### config.mk
export PLATFORM = sky130hd
export DESIGN_NAME = game_board_wb_responder_flat
export DESIGN_NICKNAME = d
export VERILOG_FILES = /design/src/rtl/game_board_wb_responder_if.sv /design/src/rtl/game_board_wb_responder.sv /design/src/flat_wrapper.sv
export SDC_FILE = /design/constraint.sdc
export NUM_CORES = 2
export LEC_CHECK = 0
export BUFFER_PORTS_ARGS = -buffer_cell sky130_fd_sc_hd__buf_2
export CAP_MARGIN = 20
export CORE_MARGIN = 3
export CORE_UTILIZATION = 61
export DETAILED_ROUTE_END_ITERATION = 8
export GPL_TIMING_DRIVEN = 1
export PLACE_DENSITY = 0.77
export SYNTH_ARGS = -nofsm -noshare
export SYNTH_HDL_FRONTEND = slang
export SYNTH_SLANG_ARGS = --single-unit
### constraint.sdc
create_clock -name clk -period 12.8 [get_ports clk]
set_clock_uncertainty 0.05 [all_clocks]
set_input_delay 0.64 -clock clk [delete_from_list [all_inputs] [get_ports clk]]
set_output_delay 0.64 -clock clk [all_outputs]
set_load 0.1 [all_outputs]
### src/rtl/game_board_wb_responder_if.sv
// Wishbone classic bus between board masters (defuser, planter) and the board store.
interface wishbone_if #(
    parameter int unsigned DATA_W = 16
);
    logic              cyc;
    logic              stb;
    logic              we;
    logic [7:0]        adr;
    logic [DATA_W-1:0] dat_w;
    logic [DATA_W-1:0] dat_r;
    logic              ack;
    logic              err;

    modport master (
        output cyc, stb, we, adr, dat_w,
        input  dat_r, ack, err
    );

    modport slave (
        input  cyc, stb, we, adr, dat_w,
        output dat_r, ack, err
    );
endinterface

### src/rtl/game_board_wb_responder.sv
// Wishbone slave owning the 16x16 minesweeper board and its revealed-field count.
// Optional macro BOARD_ADDR_CHECK_EN: answer accesses outside the active board with err.
module game_board_wb_responder #(
    parameter int unsigned BOARD_DIM = 16,
    parameter int unsigned DATA_W    = 16
) (
    input  logic       clk,
    input  logic       rst,
    wishbone_if.slave  game_board_wb,
    input  logic       clear_req,
    input  logic [4:0] row_column_number,
    output logic       board_ready,
    output logic [8:0] revealed_cnt
);

    localparam logic [8:0] MaxCnt = 9'(BOARD_DIM * BOARD_DIM);

    typedef enum logic [1:0] {StClear, StIdle, StAccess, StResp} state_e;

    state_e     state;
    logic [7:0] mem [256];
    logic [7:0] idx;
    logic [7:0] adr_q;
    logic [7:0] wdata_q;
    logic       we_q;
    logic       old_rev;
    logic       clear_pend;
    logic       addr_bad;

    logic       mem_we;
    logic [7:0] mem_waddr;
    logic [7:0] mem_wdata;

`ifdef BOARD_ADDR_CHECK_EN
    assign addr_bad = ({1'b0, adr_q[7:4]} >= row_column_number) ||
                      ({1'b0, adr_q[3:0]} >= row_column_number);
`else
    assign addr_bad = 1'b0;
`endif

    // Single write port shared by the clear sweep and bus writes.
    always_comb begin
        mem_we    = 1'b0;
        mem_waddr = idx;
        mem_wdata = 8'h00;
        if (rst) begin
            if (state == StClear) begin
                mem_we = 1'b1;
            end else if (state == StResp && we_q && !game_board_wb.err) begin
                mem_we    = 1'b1;
                mem_waddr = adr_q;
                mem_wdata = wdata_q;
            end
        end
    end

    always_ff @(posedge clk) begin
        if (mem_we) begin
            mem[mem_waddr] <= mem_wdata;
        end
    end

    always_ff @(posedge clk) begin
        if (!rst) begin
            state             <= StClear;
            idx               <= 8'h00;
            adr_q             <= 8'h00;
            wdata_q           <= 8'h00;
            we_q              <= 1'b0;
            old_rev           <= 1'b0;
            clear_pend        <= 1'b0;
            board_ready       <= 1'b0;
            revealed_cnt      <= 9'd0;
            game_board_wb.ack <= 1'b0;
            game_board_wb.err <= 1'b0;
            game_board_wb.dat_r <= '0;
        end else begin
            game_board_wb.ack <= 1'b0;
            game_board_wb.err <= 1'b0;
            unique case (state)
                StClear: begin
                    if (clear_req) begin
                        idx <= 8'h00;
                    end else if (idx == 8'hFF) begin
                        revealed_cnt <= 9'd0;
                        board_ready  <= 1'b1;
                        state        <= StIdle;
                    end else begin
                        idx <= idx + 8'd1;
                    end
                end
                StIdle: begin
                    if (clear_req) begin
                        idx         <= 8'h00;
                        board_ready <= 1'b0;
                        state       <= StClear;
                    end else if (game_board_wb.cyc && game_board_wb.stb) begin
                        adr_q   <= game_board_wb.adr;
                        we_q    <= game_board_wb.we;
                        wdata_q <= game_board_wb.dat_w[7:0];
                        state   <= StAccess;
                    end
                end
                StAccess: begin
                    clear_pend <= clear_pend | clear_req;
                    old_rev    <= mem[adr_q][2];
                    if (addr_bad) begin
                        game_board_wb.err   <= 1'b1;
                        game_board_wb.dat_r <= '0;
                    end else begin
                        game_board_wb.ack <= 1'b1;
                        if (!we_q) begin
                            game_board_wb.dat_r <= DATA_W'(mem[adr_q]);
                        end
                    end
                    state <= StResp;
                end
                StResp: begin
                    if (we_q && !game_board_wb.err) begin
                        if (!old_rev && wdata_q[2] && revealed_cnt < MaxCnt) begin
                            revealed_cnt <= revealed_cnt + 9'd1;
                        end else if (old_rev && !wdata_q[2] && revealed_cnt != 9'd0) begin
                            revealed_cnt <= revealed_cnt - 9'd1;
                        end
                    end
                    if (clear_pend || clear_req) begin
                        clear_pend  <= 1'b0;
                        idx         <= 8'h00;
                        board_ready <= 1'b0;
                        state       <= StClear;
                    end else begin
                        state <= StIdle;
                    end
                end
                default: state <= StClear;
            endcase
        end
    end

endmodule

### src/flat_wrapper.sv
// flat-port wrapper written by rule: the top's interface ports become plain ports
module game_board_wb_responder_flat 
#(
    parameter int unsigned BOARD_DIM = 16,
    parameter int unsigned DATA_W    = 16
)
  (clk, rst, clear_req, row_column_number, board_ready, revealed_cnt, game_board_wb_cyc, game_board_wb_stb, game_board_wb_we, game_board_wb_adr, game_board_wb_dat_w, game_board_wb_dat_r, game_board_wb_ack, game_board_wb_err);
  wishbone_if #(.DATA_W(DATA_W)) game_board_wb_i ();
  input  logic clk;
  input  logic rst;
  input  logic clear_req;
  input  logic [4:0] row_column_number;
  output logic board_ready;
  output logic [8:0] revealed_cnt;
  input wire logic [$bits(game_board_wb_i.cyc)-1:0] game_board_wb_cyc;
  input wire logic [$bits(game_board_wb_i.stb)-1:0] game_board_wb_stb;
  input wire logic [$bits(game_board_wb_i.we)-1:0] game_board_wb_we;
  input wire logic [$bits(game_board_wb_i.adr)-1:0] game_board_wb_adr;
  input wire logic [$bits(game_board_wb_i.dat_w)-1:0] game_board_wb_dat_w;
  output wire logic [$bits(game_board_wb_i.dat_r)-1:0] game_board_wb_dat_r;
  output wire logic [$bits(game_board_wb_i.ack)-1:0] game_board_wb_ack;
  output wire logic [$bits(game_board_wb_i.err)-1:0] game_board_wb_err;
  assign game_board_wb_i.cyc = game_board_wb_cyc;
  assign game_board_wb_i.stb = game_board_wb_stb;
  assign game_board_wb_i.we = game_board_wb_we;
  assign game_board_wb_i.adr = game_board_wb_adr;
  assign game_board_wb_i.dat_w = game_board_wb_dat_w;
  assign game_board_wb_dat_r = game_board_wb_i.dat_r;
  assign game_board_wb_ack = game_board_wb_i.ack;
  assign game_board_wb_err = game_board_wb_i.err;
  game_board_wb_responder #(.BOARD_DIM(BOARD_DIM), .DATA_W(DATA_W)) u_core (.clk(clk), .rst(rst), .game_board_wb(game_board_wb_i), .clear_req(clear_req), .row_column_number(row_column_number), .board_ready(board_ready), .revealed_cnt(revealed_cnt));
endmodule
==> results.cfg <==
[cts]
cts_tree = built
cts_buffer_depth = 3
cts_buffers = 200
cts_resized = 0
postCtsSetupBuffers = 0
htreeDepth = 4
path_clk_slew_ns = 0.06
clock-root-buffer = clkbuf_16
cts.sinks = 2104
clk_latency_ns = 0.84

[sta]
worst_pin_slew_ns = 1.20
setup_viol = 0
rsz0062_at_grt = false
timing.final.ws_setup_ns = 7.38
drv_slew = 0
fmax_mhz = 184
relSlewSlack_pct = 19.3
post-route-min-period_ns = 5.42
hold_violations = 0
timing.final.crit_share_pct = 42.4
setup_tns_ns = 0

[placed_design]
dpl_cell_area_um2 = 83700
dpl_worst_slack_ns = 7.34
portBuffers = 40
routabilityCongestion = 0.838
place_inst = 5344
place_hpwl_mm = 110

[detailed_routing]
route.detailed.wl_per_inst_um = 33.4
antenna_left = 0
drc = 0
routed_wl_mm = 191
drtIter0Drc = 6359
num_vias = 39700
viasPerCell = 6.94
first_pass_iters = 6

[layout]
layout-drive-gt1-share_pct = 25.8
num-fill-cells = 7705
nNetsFinal = 3848
layout_common_cells = 2048 x edfxtp_1, 614 x mux4_2, 276 x nor2_1
fin_cells = 5728
final_area_um2 = 90300
multi_input_area_um2 = 18100
final_common_cell = edfxtp_1
seq_area_um2 = 62600
syn_to_final_growth_pct = 10.3

[setup_path]
cpPeakStageDelay_ns = 0.81
cp_slowest_cell = buf_4
start_kind = flop
required_ns = 13.40
path_max_fanout = 96
crit_type = reg2reg
crit_arrival_ns = 6.03
crit_path_end_kind = flop
r2r_end = u_core.game_board_wb.dat_r[4]$_SDFFE_PN0P_
rrSetupSlack_ns = 7.38
rr_worst_depth = 7
cp_cell_sequence = buf_12, buf_4, buf_4, mux4_2, mux4_2, a221oi_1, o221ai_1

[grt]
grt_max_degree = 185
grt_pass1_wl_mm = 280
antenna_found_initial = 7
gr-total-overflow = 0
grtUsageTotal_pct = 28.3
grt_pass1_vias = 39900

[floorplanning]
dieArea_um2 = 139000
initial_core_util_pct = 61.9
rows = 133
ios = 63
core_area_um2 = 132000
die_w_um = 372
die_h_um = 372

[hold_path]
min_path_cells = 3
whs_endpoint = u_core.we_q$_SDFFE_PN0P_
hold_path_class = in2reg
min_from = game_board_wb_we

[pwr]
p_leak_nw = 21.3
ir_drop_uv = 163
p_seq_share_pct = 56.1
internal-power_mw = 10.7
power_switching_share_pct = 19.4
switchingPower_mw = 2.58
pwr-share-clk_pct = 43.6
p_per_area_nw_per_um2 = 147
power.total_mw = 13.3
comb_power_share_pct = 0.3

[yosys]
async_flop_share_pct = 0
synthesis.area_um2 = 81900
ys_ff_latch = 2104
synth_top_area_share_pct = 75.1
yosys.area.top_type = edfxtp_1
yosys_warnings = 0
ys.flop_type = edfxtp_1
syn_inst = 3698
ys_top_cells_by_area = edfxtp_1 75%, mux4_2 17%, dfxtp_1 1.4%, nor2_1 1.3%, mux2i_1 0.62%
synth-edff-count = 2048
seq_area_frac_synth_pct = 76.5
avgSynthCellArea_um2 = 22.1
ys_types = 60

[flow_run]
maxCapViolCount = 0

[outcome]
status = complete, no violations
registers in the layout, summed over array words and instances, names as in the netlist, named ones only:
name                        count
u_core.mem                   2048
u_core.revealed_cnt             9
u_core.adr_q                    8
u_core.game_board_wb.dat_r      8
u_core.idx                      8
u_core.wdata_q                  8
u_core.board_ready              1
u_core.clear_pend               1
u_core.game_board_wb.ack        1
u_core.old_rev                  1
u_core.state                    1
u_core.we_q                     1
critical path, delay by kind of cell (launching register included):
| family | cells | cell delay, ns |
|---|---|---|
| buffers and inverters | 3 | 2.11 |
| flip-flops | 1 | 0.75 |
| multiplexers | 2 | 1.15 |
| AO/OA/AOI/OAI | 2 | 0.98 |
final cells by class:
| class | count | share of cell area, % |
|---|---|---|
| antenna | 5 | 0.0139 |
| clock buffer | 252 | 5.92 |
| clock inverter | 115 | 1.15 |
| inverter | 8 | 0.0333 |
| multi-input combinational | 1373 | 20.0 |
| sequential | 2104 | 69.4 |
| tap | 1755 | 2.43 |
| timing repair buffer | 116 | 1.02 |
routing by layer:
metal  global-route usage, %  share of wire [%]
met1                    40.6                 37
met2                    43.3                 48
met3                    7.77                 12
met4                    9.36                3.5
met5                       0              0.038
metrics by stage:
stage               hold slack, ns  util [%]
floorplan                    0.419         -
global placement             0.448      63.3
detailed placement           0.455      63.3
CTS                         0.0159      68.2
global route                0.0723      68.2
finish                      0.0633      68.2
power by group through the flow:
stage | logic, mW | clock network [mW] | registers (mW)
4_1_cts | 0.0442 | 5.83 | 7.44
2_1_floorplan | 0.0274 | 0 | 7.59
6_report | 0.0459 | 5.78 | 7.44
5_1_grt | 0.0464 | 6.08 | 7.44
3_3_place_gp | 0.0415 | 0 | 7.59
3_5_place_dp | 0.0419 | 0 | 7.59
synth_stat cells (2+ instances only):
cell type / n
nand3_1: 53
nor4_1: 10
xor2_1: 3
clkbuf_1: 81
buf_2: 74
and3_1: 7
o41ai_1: 2
o22ai_1: 24
o21a_1: 4
a221o_1: 2
o211ai_1: 12
dfxtp_1: 56
nand4_1: 3
xnor2_1: 4
edfxtp_1: 2048
o21ai_0: 11
nor2_1: 276
or3_1: 10
ha_1: 9
nand3b_1: 19
nor2b_1: 32
mux2i_1: 51
o31ai_1: 6
nor4b_1: 2
a21boi_0: 5
nor3_1: 6
o221ai_1: 6
inv_1: 8
buf_4: 39
o21ai_1: 6
nor3b_1: 2
mux2_2: 2
buf_6: 18
and2_1: 14
a21o_1: 2
a21oi_1: 23
a22oi_1: 13
o311ai_0: 2
mux4_2: 614
a221oi_1: 12
nand2b_1: 4
a22o_1: 15
buf_1: 9
nand2_1: 83
cell families (layout without fill, tap and decap cells):
logic type                 Yosys count  in the layout  synth area share (%)
buffers and inverters              229            491                  1.51
DFF                               2104           2104                  76.5
and+or+nand+nor                    524            524                  2.86
xor gates and xnor gates             7              7                0.0749
adders and majority gates           10             10                 0.162
muxes                              667            667                  17.5
AOI/OAI and AO/OA                  156            156                  1.36
other                                1             14               0.00458
worst max-delay path by stage:
stage               slack (ns)                                         end  start
finish                    7.38  u_core.game_board_wb.dat_r[4]$_SDFFE_PN0P_   flop
floorplan                 7.33                  u_core.mem[0][0]$_DFFE_PP_    rst
global placement          7.38  u_core.game_board_wb.dat_r[6]$_SDFFE_PN0P_   flop
global route              7.00  u_core.game_board_wb.dat_r[4]$_SDFFE_PN0P_   flop
CTS                       7.32  u_core.game_board_wb.dat_r[6]$_SDFFE_PN0P_   flop
detailed placement        7.34  u_core.game_board_wb.dat_r[6]$_SDFFE_PN0P_   flop
timing repair:
| action | in CTS | in global routing |
|---|---|---|
| hold buffers | 8 | 0 |
| endpoints found under the setup margin | 0 | 0 |
| hold endpoints to repair | 8 | 0 |
Note: power is estimated with default switching activity, not from simulation.
